--- src/rtl/clint_axi_bridge.sv ---
// AXI4 slave front end for the core-local interrupt controller: one burst at a time is
// turned into single-cycle register strobes (address_o/en_o/we_o/be_o/data_o/data_i).
module clint_axi_bridge #(
  parameter int unsigned AXI_ADDR_WIDTH = 64,
  parameter int unsigned AXI_ID_WIDTH   = 10,
  parameter int unsigned AXI_DATA_WIDTH = 64
) (
  input  logic                      clk_i,
  input  logic                      rst_ni,
  // AXI channels: a beat transfers on a rising edge where valid and ready are both 1;
  // the slave never takes back a ready it raised, and holds R/B payloads until accepted.
  input  logic                      ar_valid_i,
  output logic                      ar_ready_o,
  input  logic [AXI_ADDR_WIDTH-1:0] ar_addr_i,
  input  logic [7:0]                ar_len_i,
  input  logic [AXI_ID_WIDTH-1:0]   ar_id_i,
  input  logic                      aw_valid_i,
  output logic                      aw_ready_o,
  input  logic [AXI_ADDR_WIDTH-1:0] aw_addr_i,
  input  logic [7:0]                aw_len_i,
  input  logic [AXI_ID_WIDTH-1:0]   aw_id_i,
  input  logic                      w_valid_i,
  output logic                      w_ready_o,
  input  logic [63:0]               w_data_i,
  input  logic [7:0]                w_strb_i,
  input  logic                      w_last_i,
  output logic                      r_valid_o,
  input  logic                      r_ready_i,
  output logic [63:0]               r_data_o,
  output logic [AXI_ID_WIDTH-1:0]   r_id_o,
  output logic [1:0]                r_resp_o,
  output logic                      r_last_o,
  output logic                      b_valid_o,
  input  logic                      b_ready_i,
  output logic [AXI_ID_WIDTH-1:0]   b_id_o,
  output logic [1:0]                b_resp_o,
  output logic [AXI_ADDR_WIDTH-1:0] address_o,
  output logic                      en_o,
  output logic                      we_o,
  output logic [7:0]                be_o,
  output logic [63:0]               data_o,
  input  logic [63:0]               data_i,
  output logic [2:0]                state_o
);

  if (AXI_DATA_WIDTH != 64) begin : g_width_check
    $fatal(1, "clint_axi_bridge: only AXI_DATA_WIDTH = 64 is supported");
  end

  typedef enum logic [2:0] {
    IDLE     = 3'd0,
    RD_ISSUE = 3'd1,
    RD_RESP  = 3'd2,
    WR_DATA  = 3'd3,
    WR_RESP  = 3'd4
  } state_e;

  typedef enum logic {
    PRIO_RD = 1'b0,
    PRIO_WR = 1'b1
  } prio_e;

  localparam logic [AXI_ADDR_WIDTH-1:0] ALIGN_MASK = ~AXI_ADDR_WIDTH'(7);
  localparam logic [AXI_ADDR_WIDTH-1:0] BEAT_BYTES = AXI_ADDR_WIDTH'(8);

  state_e                    state_q, state_d;
  prio_e                     prio_q, prio_d;
  logic [AXI_ADDR_WIDTH-1:0] addr_q, addr_d;
  logic [7:0]                len_q, len_d;
  logic [AXI_ID_WIDTH-1:0]   id_q, id_d;
  logic [7:0]                beat_q, beat_d;
  logic [63:0]               r_data_q, r_data_d;
  logic                      r_last_q, r_last_d;

  // Write bursts end on w_last_i alone, so the announced length carries no information here.
  logic unused_aw_len;
  assign unused_aw_len = ^aw_len_i;

  always_ff @(posedge clk_i or negedge rst_ni) begin
    if (!rst_ni) begin
      state_q  <= IDLE;
      prio_q   <= PRIO_RD;
      addr_q   <= '0;
      len_q    <= '0;
      id_q     <= '0;
      beat_q   <= '0;
      r_data_q <= '0;
      r_last_q <= 1'b0;
    end else begin
      state_q  <= state_d;
      prio_q   <= prio_d;
      addr_q   <= addr_d;
      len_q    <= len_d;
      id_q     <= id_d;
      beat_q   <= beat_d;
      r_data_q <= r_data_d;
      r_last_q <= r_last_d;
    end
  end

  always_comb begin
    state_d    = state_q;
    prio_d     = prio_q;
    addr_d     = addr_q;
    len_d      = len_q;
    id_d       = id_q;
    beat_d     = beat_q;
    r_data_d   = r_data_q;
    r_last_d   = r_last_q;
    ar_ready_o = 1'b0;
    aw_ready_o = 1'b0;
    w_ready_o  = 1'b0;
    r_valid_o  = 1'b0;
    b_valid_o  = 1'b0;
    en_o       = 1'b0;
    we_o       = 1'b0;
    be_o       = 8'h00;
    data_o     = 64'h0;

    unique case (state_q)
      IDLE: begin
        // Readies are gated by reset so nothing is granted while rst_ni is low.
        ar_ready_o = rst_ni && ar_valid_i && (!aw_valid_i || prio_q == PRIO_RD);
        aw_ready_o = rst_ni && aw_valid_i && (!ar_valid_i || prio_q == PRIO_WR);
        if (ar_ready_o) begin
          addr_d  = ar_addr_i & ALIGN_MASK;
          len_d   = ar_len_i;
          id_d    = ar_id_i;
          beat_d  = 8'd0;
          prio_d  = PRIO_WR;
          state_d = RD_ISSUE;
        end else if (aw_ready_o) begin
          addr_d  = aw_addr_i & ALIGN_MASK;
          id_d    = aw_id_i;
          prio_d  = PRIO_RD;
          state_d = WR_DATA;
        end
      end
      RD_ISSUE: begin
        en_o     = 1'b1;
        be_o     = 8'hFF;
        r_data_d = data_i;
        r_last_d = (beat_q == len_q);
        state_d  = RD_RESP;
      end
      RD_RESP: begin
        r_valid_o = 1'b1;
        if (r_ready_i) begin
          if (r_last_q) begin
            beat_d   = 8'd0;
            r_last_d = 1'b0;
            state_d  = IDLE;
          end else begin
            addr_d  = addr_q + BEAT_BYTES;
            beat_d  = beat_q + 8'd1;
            state_d = RD_ISSUE;
          end
        end
      end
      WR_DATA: begin
        w_ready_o = 1'b1;
        if (w_valid_i) begin
          en_o   = 1'b1;
          we_o   = 1'b1;
          be_o   = w_strb_i;
          data_o = w_data_i;
          addr_d = addr_q + BEAT_BYTES;
          if (w_last_i) state_d = WR_RESP;
        end
      end
      WR_RESP: begin
        b_valid_o = 1'b1;
        if (b_ready_i) state_d = IDLE;
      end
      default: state_d = IDLE;
    endcase
  end

  assign address_o = addr_q;
  assign r_data_o  = r_data_q;
  assign r_last_o  = r_last_q;
  assign r_id_o    = id_q;
  assign b_id_o    = id_q;
  assign r_resp_o  = 2'b00;
  assign b_resp_o  = 2'b00;
  assign state_o   = state_q;

endmodule

--- config.mk ---
export PLATFORM = sky130hd
export DESIGN_NAME = clint_axi_bridge
export DESIGN_NICKNAME = d
export VERILOG_FILES = /design/src/rtl/clint_axi_bridge.sv
export SDC_FILE = /design/constraint.sdc
export NUM_CORES = 1
export LEC_CHECK = 0
export ABC_CLOCK_PERIOD_IN_PS = 2970
export CELL_PAD_IN_SITES_DETAIL_PLACEMENT = 0
export CELL_PAD_IN_SITES_GLOBAL_PLACEMENT = 1
export CORE_AREA = 5 5 205 207
export DETAILED_ROUTE_END_ITERATION = 6
export DIE_AREA = 0 0 210 212
export PLACE_DENSITY = 0.73
export REMOVE_ABC_BUFFERS = 1
export SYNTH_ARGS = -nofsm -noshare
export SYNTH_HDL_FRONTEND = slang
export SYNTH_SLANG_ARGS = --single-unit
export TNS_END_PERCENT = 50
--- constraint.sdc ---
create_clock -name clk_i -period 2.97 [get_ports clk_i]
set_input_delay 0.297 -clock clk_i [delete_from_list [all_inputs] [get_ports clk_i]]
set_output_delay 0.297 -clock clk_i [all_outputs]
set_load 0.05 [all_outputs]
==> flow_results.org, run 1 <==
** Yosys
- The number of different library cells used by synthesis comes to 73.
- In the post-synthesis netlist, the cell with the most instances is sky130_fd_sc_hd__dfrtp_1.
- Flip-flop and latch count after synthesis :: approximately 160
- Flip-flop cell with the highest count after synthesis :: sky130_fd_sc_hd__dfrtp_1
- Of all flip-flops after synthesis, the portion carrying an async set or reset was 100%.
- In this run the cell area of the synthesized design comes to 0.00983 mm².
- Part of the Yosys area used for sequential elements :: a little under 40%
- In this run, synthesis inferred 0 flip-flops with an integrated enable.
- The largest total area in the synthesized netlist belongs to sky130_fd_sc_hd__dfrtp_1.
- Count of synthesis-stage warnings from yosys :: 0
- Post-synth top area share :: between 30% and 40%
- Averaged over all synthesized cells, the footprint is 9.22 µm².
- By area the synthesized netlist is led by sky130_fd_sc_hd__dfrtp_1, sky130_fd_sc_hd__mux2_2, sky130_fd_sc_hd__and3_1.
- Synthesis produced a netlist whose cell count is between 1000 and 1500.
- Post-synth top cells :: sky130_fd_sc_hd__dfrtp_1, sky130_fd_sc_hd__nand2_1, sky130_fd_sc_hd__mux2_2

** Placed design
- Number of cells after detailed placement :: just over 2000
- Number of buffer cells added on primary ports :: 521
- Weighted congestion reported at the end of routability-driven placement :: between 0.9 and 1
- Once placement finished, the instance area stood at around 0.017 mm².
- DP HPWL :: 38.2 mm
- Placement-stage worst setup slack :: approximately 190 ps

** GRT
- The initial antenna violation count came to 6.
- Via count of the first global-routing pass :: 10930
- Total GRT Usage :: between 20% and 30%
- Entering global routing, the biggest net connects roughly 80 pins.
- Global routing finished with a remaining overflow of 0.
- Global-route wire length before repair :: 70.4 mm

** Worst setup path
- Sort of element at the end of the critical path :: register
- Worst-path fanout max :: 8
- Required time at the worst-slack endpoint :: roughly 3300 ps
- STA classifies the critical path startpoint as a register.
- Crit path arrival time :: slightly below 3000 ps
- By startpoint and endpoint, the worst setup path is classified as register to register.

** Detailed routing
- Dividing the detail-routed wire length by the instance count gives ~23 µm.
- Via density per instance :: 5.05
- Across all layers, the routed design uses around 11000 vias.
- DR iter-0 viols :: roughly 620
- Number of design rule violations left after detail routing :: 0
- DR pass1 iterations :: 5
- The detail route stage leaves a number of antenna-violating nets equal to 0.
- Final routed wirelength across all metal layers :: roughly 48 mm

** Clock tree
- TritonCTS built the clock tree.
- Number of sinks on the clock net :: around 160
- Clock insertion delay at the later pin of the skew report :: about 440 ps
- Deepest level of the CTS H-tree :: 4
- Clock transition at the registers of the reported paths :: ~70 ps
- CTS resizes :: 0
- CTS max path bufs :: 2
- Number of setup buffers added after CTS :: 0
- TritonCTS buffer count :: 17
- The tree is rooted in a sky130_fd_sc_hd__clkbuf_16.
- The number of hold buffers added after CTS was 1.

** Power
- Clock network power share :: about 12%
- In this run, the combinational gates consume between 60% and 70% of the power.
- Internal :: 9.41 mW
- Final Total Pwr :: 19.6 mW
- Net Sw Power :: between 10 and 15 mW
- Dividing total power by cell area gives a power density of about 1100 mW/mm².
- Proportion of total power due to net switching :: a little over half
- In this run the static leakage power is about 7.1 nW.
- VDD IR-drop max :: between 0.0006 and 0.0007 V
- Sequential cells burn a little over a fifth of the power.

** Hold path
- Class of the tightest hold or removal check :: input port to async pin

** Floorplan
- Once the floorplan was initialized, standard cells occupied 24.5% of the core.
- Ports placed on the boundary :: about 540
- In this run the standard cell core region covers roughly 0.040 mm².
- The die covers 0.0445 mm².
- The floorplan step set the die height to 212 µm.
- Die W :: about 210 µm
- Count of standard-cell rows :: 74

** Timing
- Setup slack on the critical path of the routed design comes to 336 ps.
- After layout, the worst path uses 88.7% of the clock period.
- Setup repair after global routing left no endpoint under its margin.
- Transition at the pin with the smallest max-transition slack :: just over 1000 ps
- Number of hold violations in the final report :: 0
- Number of endpoints failing setup at the final stage :: 0
- Clock tree skew after final layout :: 10.8 ps
- Smallest hold slack :: approximately 250 ps
- Setup TNS Final :: 0 ps
- The max-slew violation total from the final report came to 0.
- Final critical-path required period :: about 2600 ps
- Max-Slew Margin vs Limit :: about a third
- Peak clock frequency supported by timing :: roughly 0.38 GHz

** Finish
- The net count of the finished layout is between 1500 and 2000.
- Post-route cell area :: 0.0172 mm²
- Excluding fillers, the count of instances in the completed layout stands at about 2100.
- In the final layout, the share of cells above drive strength 1 is 17.2%.
- Cells fill between 40% and 50% of the core in the end.
- From synthesis to final layout, the design area changed by 74.5%.

** Outcome
- The run finished with clean final reports.

** Flow run
- Max-cap violations in this run came to 0.
## sequential cells by signal (all words and copies together), names as in the netlist
name,count
address_o,61
b_id_o,10
beat_q,8
len_q,8
prio_q,1
r_data_o,64
r_last_o,1
state_o,3
## logic make-up (layout without fill, tap and decap cells)
logic type | count (synthesis) | in the layout | synth area share [%]
AO/OA/AOI/OAI | 209 | 209 | 14.9
XOR/XNOR | 8 | 8 | 0.713
adder cells (fa/ha/maj) | 2 | 2 | 0.255
buffers and inverters | 113 | 617 | 5.12
flip-flops | 156 | 156 | 39.7
multiplexers | 130 | 130 | 14.3
other | 1 | 11 | 0.0381
AND/OR/NAND/NOR | 447 | 447 | 24.9
## path summary, 6_finish.rpt
| path | from | slack (ps) | end | cells after the start |
|---|---|---|---|---|
| min in group clk_i | data_i[14] | 470 | r_data_o[14] | 2 |
| setup reg to reg | address_o[15] | 340 | address_o[50] | 5 |
| hold / removal | rst_ni | 250 | r_data_o[29] | 2 |
| max in group asynchronous | rst_ni | 1470 | address_o[43] | 3 |
| hold reg to reg | beat_q[7] | 500 | beat_q[7] | 1 |
| setup / recovery | address_o[15] | 340 | address_o[50] | 5 |
## placed cells by master (no fill, tap or decap), drive strengths merged, types with 5 or more instances in the layout
master         instances
nor4                  33
nand2                114
o22a                  16
o21ai                 40
nor2                  52
o22ai                  6
clkbuf                21
or4                   14
and3                  78
a31oi                 11
dfrtp                156
xor2                   8
a2bb2oi                7
clkinv                 5
a21o                  10
a211oi                 9
nor3                  27
nand3                 35
a21oi                 37
nand2b                 9
mux2i                 43
a311oi                 7
and4                  13
or2                    6
o31ai                 11
buf                  131
conb                   7
inv                   16
nand4                 32
a211o                  7
mux2                  87
clkdlybuf4s50        441
o311ai                 6
and2                  20
## area by class of cell
class                   instances  area, µm²
diodes                          4       10.0
clock buffers                  21        460
multi-input cells             803       5490
clock inverters                11        131
fillers                      3963      23000
well taps                     532        666
flip-flops and latches        156       3910
repair buffers                573       6450
inverters                      12       45.0
## layer usage
layer | vias to the layer above | GRT usage, % | routed length, µm
met5 | - | 0 | 0
met4 | 0 | 7.29 | 1310
met3 | 59 | 5.46 | 3520
met2 | 465 | 35.3 | 23800
met1 | 5158 | 25.2 | 19000
li1 | 4978 | - | -
## power groups by stage
| stage | logic [mW] | clock network, mW | registers [mW] |
|---|---|---|---|
| floorplan | 4.35 | 0 | 7.50 |
| global placement | 13.1 | 0 | 4.20 |
| detailed placement | 13.2 | 0 | 4.26 |
| CTS | 13.2 | 2.31 | 4.23 |
| global route | 13.8 | 2.41 | 4.41 |
| finish | 13.1 | 2.26 | 4.23 |
## worst max-delay path: stages (launching register included)
cell                       delay [ps]
sky130_fd_sc_hd__dfrtp_1          440
sky130_fd_sc_hd__nand3_1          270
sky130_fd_sc_hd__or4_1            810
sky130_fd_sc_hd__nor4_1           590
sky130_fd_sc_hd__mux2i_1          250
sky130_fd_sc_hd__o311ai_0         130
No activity file was read; power rests on OpenSTA's default activity.
==> inputs of run 2 (changes only) <==
--- a/config.mk
+++ b/config.mk
@@ -6,6 +6,7 @@
 export NUM_CORES = 1
 export LEC_CHECK = 0
 export ABC_CLOCK_PERIOD_IN_PS = 2970
+export CAP_MARGIN = 5
 export CELL_PAD_IN_SITES_DETAIL_PLACEMENT = 0
 export CELL_PAD_IN_SITES_GLOBAL_PLACEMENT = 1
 export CORE_AREA = 5 5 205 207
==> results of run 2 <==
Final layout, timing and power as in run 1 (identical DEF).
